==> config.mk <==
export PLATFORM = sky130hd
export DESIGN_NAME = cdb_broadcast
export DESIGN_NICKNAME = d
export VERILOG_FILES = /design/src/rtl/cdb_broadcast.sv
export SDC_FILE = /design/constraint.sdc
export NUM_CORES = 1
export LEC_CHECK = 0
export ABC_AREA = 0
export ABC_CLOCK_PERIOD_IN_PS = 4700
export BUFFER_PORTS_ARGS = -buffer_cell sky130_fd_sc_hd__buf_2
export CORE_ASPECT_RATIO = 1.25
export CORE_UTILIZATION = 35
export DETAILED_ROUTE_END_ITERATION = 8
export PLACE_DENSITY = 0.51
export REMOVE_ABC_BUFFERS = 1
export SLEW_MARGIN = 20
export SYNTH_ARGS = -nofsm -noshare
export SYNTH_HDL_FRONTEND = slang
export SYNTH_SLANG_ARGS = --single-unit
==> constraint.sdc <==
create_clock -name clk -period 4.7 [get_ports clk]
set_clock_uncertainty 0.15 [all_clocks]
set_input_delay 0.705 -clock clk [delete_from_list [all_inputs] [get_ports clk]]
set_output_delay 0.705 -clock clk [all_outputs]
set_load 0.01 [all_outputs]
==> src/rtl/cdb_broadcast.sv <==
// Common-data-bus arbiter: buffers each functional unit's results in a private
// 2-entry FIFO and broadcasts one result per cycle, chosen round-robin.
module cdb_broadcast #(
  parameter int NUM_FU = 4,
  parameter int TAG_W  = 4,
  parameter int DATA_W = 32,
  localparam int SRC_W = $clog2(NUM_FU)
) (
  input  logic                     clk,
  input  logic                     rst_n,
  input  logic                     flush,
  input  logic [NUM_FU-1:0]        fu_valid,
  input  logic [NUM_FU*TAG_W-1:0]  fu_tag,
  input  logic [NUM_FU*DATA_W-1:0] fu_data,
  output logic [NUM_FU-1:0]        fu_ready,
  output logic                     cdb_valid,
  output logic [TAG_W-1:0]         cdb_tag,
  output logic [DATA_W-1:0]        cdb_data,
  output logic [SRC_W-1:0]         cdb_src,
  output logic                     busy,
  output logic                     err_tag0
);

  typedef struct packed {
    logic [TAG_W-1:0]  tag;
    logic [DATA_W-1:0] data;
  } result_t;

  result_t           mem   [NUM_FU][2];
  logic [1:0]        count [NUM_FU];
  logic [NUM_FU-1:0] wr_ptr, rd_ptr;
  logic [NUM_FU-1:0] full, empty, accept, push, pop;
  logic [SRC_W-1:0]  ptr, gnt_idx, scan_idx, next_ptr;
  logic              gnt_valid;
  result_t           gnt_head;

  // Per-unit status; ready is derived from registered occupancy only, so a
  // full FIFO refuses input even in the cycle it is being popped.
  always_comb begin
    // NOTE: every always_comb output gets a default first, so no path can leave it unassigned and infer a latch.
    full   = '0;
    empty  = '0;
    accept = '0;
    push   = '0;
    for (int i = 0; i < NUM_FU; i++) begin
      full[i]   = (count[i] == 2'd2);
      empty[i]  = (count[i] == 2'd0);
      accept[i] = fu_valid[i] && !full[i] && !flush;
      push[i]   = accept[i] && (fu_tag[i*TAG_W +: TAG_W] != '0);
    end
  end

  assign fu_ready = ~full & {NUM_FU{~flush}};

  // Round-robin scan starting at ptr; the first non-empty FIFO wins.
  always_comb begin
    gnt_valid = 1'b0;
    gnt_idx   = '0;
    scan_idx  = '0;
    for (int k = 0; k < NUM_FU; k++) begin
      scan_idx = SRC_W'((int'(ptr) + k) % NUM_FU);
      if (!gnt_valid && !empty[scan_idx]) begin
        gnt_valid = 1'b1;
        gnt_idx   = scan_idx;
      end
    end
  end

  always_comb begin
    pop = '0;
    if (gnt_valid) pop[gnt_idx] = 1'b1;
  end

  assign gnt_head = mem[gnt_idx][rd_ptr[gnt_idx]];
  assign next_ptr = (gnt_idx == SRC_W'(NUM_FU - 1)) ? '0 : gnt_idx + 1'b1;

  // FIFO pointers and occupancy.
  always_ff @(posedge clk or negedge rst_n) begin
    // NOTE: sequential state is always written with non-blocking assignments so every flop samples pre-edge values.
    if (!rst_n) begin
      wr_ptr <= '0;
      rd_ptr <= '0;
      for (int i = 0; i < NUM_FU; i++) count[i] <= 2'd0;
    end else if (flush) begin
      wr_ptr <= '0;
      rd_ptr <= '0;
      for (int i = 0; i < NUM_FU; i++) count[i] <= 2'd0;
    end else begin
      for (int i = 0; i < NUM_FU; i++) begin
        if (push[i]) wr_ptr[i] <= ~wr_ptr[i];
        if (pop[i])  rd_ptr[i] <= ~rd_ptr[i];
        case ({push[i], pop[i]})
          2'b10:   count[i] <= count[i] + 2'd1;
          2'b01:   count[i] <= count[i] - 2'd1;
          default: count[i] <= count[i];
        endcase
      end
    end
  end

  // NOTE: the storage array has no reset; occupancy alone decides which entries are meaningful.
  always_ff @(posedge clk) begin
    for (int i = 0; i < NUM_FU; i++) begin
      if (push[i]) begin
        mem[i][wr_ptr[i]] <= '{tag:  fu_tag[i*TAG_W +: TAG_W],
                               data: fu_data[i*DATA_W +: DATA_W]};
      end
    end
  end

  // Broadcast register and round-robin pointer; tag/data/src hold when idle.
  always_ff @(posedge clk or negedge rst_n) begin
    if (!rst_n) begin
      ptr       <= '0;
      cdb_valid <= 1'b0;
      cdb_tag   <= '0;
      cdb_data  <= '0;
      cdb_src   <= '0;
    end else if (flush) begin
      ptr       <= '0;
      cdb_valid <= 1'b0;
    end else begin
      cdb_valid <= gnt_valid;
      if (gnt_valid) begin
        ptr      <= next_ptr;
        cdb_tag  <= gnt_head.tag;
        cdb_data <= gnt_head.data;
        cdb_src  <= gnt_idx;
      end
    end
  end

  // Tag 0 means "operand ready" system-wide; accepting one is a producer bug.
  always_ff @(posedge clk or negedge rst_n) begin
    if (!rst_n) begin
      err_tag0 <= 1'b0;
    end else if (|(accept & ~push)) begin
      err_tag0 <= 1'b1;
    end
  end

  assign busy = !(&empty) || cdb_valid;

endmodule
==> flow_metrics.py <==
metrics = {
    "sta": {
        "finalSetupViolCount": 0,
        "fmax_mhz": 283.8,
        "fin_crit_ps": 3523,
        "worstMarginPinSlew_ps": 1001,
        "timing.slew.headroom_pct": 33.07,
        "post-route-worst-setup-slack_ps": 1177,
        "period_utilisation_layout_pct": 74.96,
        "rsz0062_at_grt": "no",
        "hold_violations": 0,
        "timing_max_transition_violations_final": 0,
        "final.hold.worst_slack_ps": 225.3,
    },
    "detailed_routing": {
        "drt-total-wl_um": 36250,
        "detail_route.wl_per_cell_um": 22.42,
        "route.detailed.drc": 0,
        "drt-vias-per-instance": 5.184,
        "route.antenna.remaining_nets": 0,
        "detailroute.via_count": 8382,
        "dr.first_iter.drc_count": 520,
        "drt-pass1-iter-count": 4,
    },
    "clocking": {
        "cts.hold.buffers_added": 0,
        "clkLatencyLatePin_ps": 510,
        "cts.path.max_buffers": 3,
        "tritoncts": "done",
        "root_buffer": "sky130_fd_sc_hd__clkbuf_16",
        "clkSinkCount": 346,
        "cts_setup_buffers": 0,
        "clkTransAtPathRegs_ps": 60,
        "cts_buffers": 36,
        "post_cts.resized_instances": 0,
        "cts_htree_levels": 2,
    },
    "place": {
        "post-dp-hpwl_um": 22090,
        "place.port_buffers": 195,
        "place.gp.congestion": 0.7914,
        "preCtsSetupSlack_ps": 1141,
    },
    "synthesis": {
        "yosys_register_bits": 346,
        "syn_area_per_cell_sq_um": 15.19,
        "synth_top_flop_cell": "sky130_fd_sc_hd__edfxtp_1",
        "ys_warn_count": 0,
        "syn_area_sq_mm": 0.01369,
        "synth.lib_cells_used.distinct": 55,
        "synth_cells": 901,
        "count_of_flip_flops_with_a_built_in_enable_after_synthesis": 288,
        "fraction_of_registers_with_async_set_or_reset_after_synthesis_pct": 16.76,
        "ys_seq_area_share_pct": 73.79,
    },
    "global_routing": {
        "globalRouteOverflowTotal": 0,
        "grt_pass1_wl_um": 52560,
        "grt_start_max_net_pins": 92,
        "groute.usage.overall_pct": 18.29,
        "grt_pass1_vias": 8465,
        "antenna_violations_before_repair": 3,
    },
    "cells_and_area": {
        "layout.cells.most_common_list": "sky130_fd_sc_hd__edfxtp_1 (288), sky130_fd_sc_hd__buf_2 (194), sky130_fd_sc_hd__a21oi_1 (80), sky130_fd_sc_hd__nand2_1 (80), sky130_fd_sc_hd__mux2i_1 (72)",
        "drive_above_1_share_pct": 26.27,
        "final_net_count": 1249,
        "most_common_library_cell_in_the_layout_ignoring_fill_and_taps": "sky130_fd_sc_hd__edfxtp_1",
        "syn_to_final_growth_pct": 19.54,
        "num-fill-cells": 3574,
    },
    "worst_setup_path": {
        "timing.reg2reg.setup_slack_ps": 1180,
        "required_ps": 4980,
        "cp_data_arrival_time_ps": 3810,
        "cp-startpoint": "count[5]$_DFFE_PN0P_",
        "highest_fanout_seen_on_the_critical_path": 83,
        "worst_r2r_startpoint": "count[5]$_DFFE_PN0P_",
        "end_kind": "flop",
        "critical_path.startpoint_type": "flop",
        "timing.setup.critical_path_class": "flop to flop",
        "worstRegToRegCells": 8,
    },
    "die": {
        "dieHeight_um": 223.1,
        "die-width_um": 178.9,
        "placementRows": 80,
        "initial_utilization_pct": 35.70,
        "placeable_area_sq_mm": 0.03834,
        "dieArea_sq_mm": 0.03991,
        "number_of_ports_placed_on_the_die_boundary": 196,
    },
    "min_path": {
        "timing.hold.worst.start": "fu_data[89]",
        "class_of_the_worst_hold_path": "input port to flop",
        "hold_path_depth": 1,
    },
    "power": {
        "power_switching_share_pct": 38.60,
        "pwr-share-comb_pct": 44.8,
        "share_clk_of_total_power_pct": 21.9,
        "net-switching-power_mw": 4.598,
        "power_per_cell_area_mw_per_mm2": 728.1,
        "p_int_mw": 7.316,
        "peakVddDrop_v": 0.0008277,
        "p_leak_nw": 6.223,
        "power.share.sequential_pct": 33.4,
    },
    "run_status": {
        "outcome": "finished, final reports clean",
    },
    "job": {
        "cap_violations": 0,
    },
}
flip-flops by register name (all words and copies together) (netlist names):
name and count:
cdb_data 32, cdb_src 2, cdb_tag 4, cdb_valid 1, count 8, err_tag0 1
mem 288, ptr 2, rd_ptr 4, wr_ptr 4
synth_stat cells, types with 2 or more instances:
cell type	n	area [sq um]
sky130_fd_sc_hd__inv_1	7	26.28
sky130_fd_sc_hd__a221o_2	6	67.56
sky130_fd_sc_hd__xnor2_1	14	122.6
sky130_fd_sc_hd__edfxtp_1	288	8648
sky130_fd_sc_hd__nor4_1	5	31.28
sky130_fd_sc_hd__nand2b_1	3	18.77
sky130_fd_sc_hd__buf_4	3	22.52
sky130_fd_sc_hd__a2111o_1	2	22.52
sky130_fd_sc_hd__xor2_1	2	17.52
sky130_fd_sc_hd__buf_2	16	80.08
sky130_fd_sc_hd__a21oi_1	80	400.4
sky130_fd_sc_hd__nor2b_1	4	25.02
sky130_fd_sc_hd__a31oi_1	38	237.7
sky130_fd_sc_hd__a2111oi_1	2	20.02
sky130_fd_sc_hd__or2_2	2	12.51
sky130_fd_sc_hd__mux2i_1	72	720.7
sky130_fd_sc_hd__a211oi_1	2	15.01
sky130_fd_sc_hd__buf_6	4	45.04
sky130_fd_sc_hd__and4b_1	2	20.02
sky130_fd_sc_hd__and2_1	5	31.28
sky130_fd_sc_hd__nand2_1	81	304.0
sky130_fd_sc_hd__o21ba_2	2	20.02
sky130_fd_sc_hd__nor2_1	58	217.7
sky130_fd_sc_hd__a221o_1	66	660.6
sky130_fd_sc_hd__dfrtp_1	58	1451
sky130_fd_sc_hd__inv_2	2	7.510
sky130_fd_sc_hd__o21ai_0	3	15.01
sky130_fd_sc_hd__or4_1	3	22.52
sky130_fd_sc_hd__clkbuf_1	34	127.6
sky130_fd_sc_hd__nor3_1	7	35.03
sky130_fd_sc_hd__nand3_1	3	15.01
sky130_fd_sc_hd__buf_1	4	15.01
worst max-delay path, stage by stage (launching register included):
cell and delay, ps:
sky130_fd_sc_hd__dfrtp_1 450, sky130_fd_sc_hd__nor2_1 350, sky130_fd_sc_hd__a311o_2 280, sky130_fd_sc_hd__nand2_1 130, sky130_fd_sc_hd__inv_4 640, sky130_fd_sc_hd__buf_4 710
sky130_fd_sc_hd__a21oi_1 80, sky130_fd_sc_hd__a221o_2 380, sky130_fd_sc_hd__a31oi_1 170
metrics by stage:
stage / util [%] / total power [mW] / instances / TNS, ps / area [sq um]
2_1_floorplan: - / 7.826 / 840 / -18900 / 13400
3_3_place_gp: 39.81 / 9.355 / 1549 / 0 / 15260
3_5_place_dp: 39.81 / 9.432 / 1549 / 0 / 15260
4_1_cts: 42.57 / 12.07 / 1613 / 0 / 16320
5_1_grt: 42.68 / 12.68 / 1617 / 0 / 16360
6_report: 42.68 / 11.91 / 1617 / 0 / 16360
worst paths after layout:
| path | endpoint |
|---|---|
| setup reg to reg | cdb_data[26]$_DFFE_PN0P_ |
| min in group asynchronous | cdb_data[11]$_DFFE_PN0P_ |
| max in group asynchronous | cdb_data[15]$_DFFE_PN0P_ |
| setup / recovery | cdb_data[26]$_DFFE_PN0P_ |
| hold reg to reg | err_tag0$_DFFE_PN0P_ |
| hold / removal | mem[2][25]$_DFFE_PP_ |
kinds of logic (layout without fill, tap and decap cells):
| logic type | Yosys count | count (layout) | synth area share (%) |
|---|---|---|---|
| buffers and inverters | 70 | 292 | 2.368 |
| DFF | 346 | 346 | 73.79 |
| and+or+nand+nor | 180 | 180 | 5.732 |
| other | 0 | 2 | 0 |
| AOI/OAI and AO/OA | 215 | 215 | 11.65 |
| xor gates and xnor gates | 16 | 16 | 1.024 |
| muxes | 73 | 73 | 5.348 |
| adders and majority gates | 1 | 1 | 0.09140 |
area by class of cell:
class                   count  area (sq um)  share of cell area [%]
well taps                 492         615.6                   3.762
repair buffers            219          1219                   7.448
diodes                      2         5.005                 0.03059
multi-input cells         485          3324                   20.32
clock buffers              50         984.7                   6.018
flip-flops and latches    346         10100                   61.73
inverters                   9         41.29                  0.2524
clock inverters            14         72.57                  0.4435
power groups by stage:
stage	Sequential, mW	Clock [mW]	Combinational [mW]
floorplan	4.06	0	3.76
global placement	4.04	0	5.32
detailed placement	4.04	0	5.39
CTS	3.98	2.68	5.41
global route	4.02	2.79	5.87
finish	3.98	2.61	5.33
routing by layer:
metal / track usage [%] / wire, um / vias to the layer above
met1: 24.23 / 15790 / 4209
met3: 2.556 / 1502 / 54
met5: 0 / 0 / -
met4: 5.768 / 866 / 0
li1: - / - / 3913
met2: 30.75 / 18090 / 206
No activity file was read; power rests on OpenSTA's default activity.
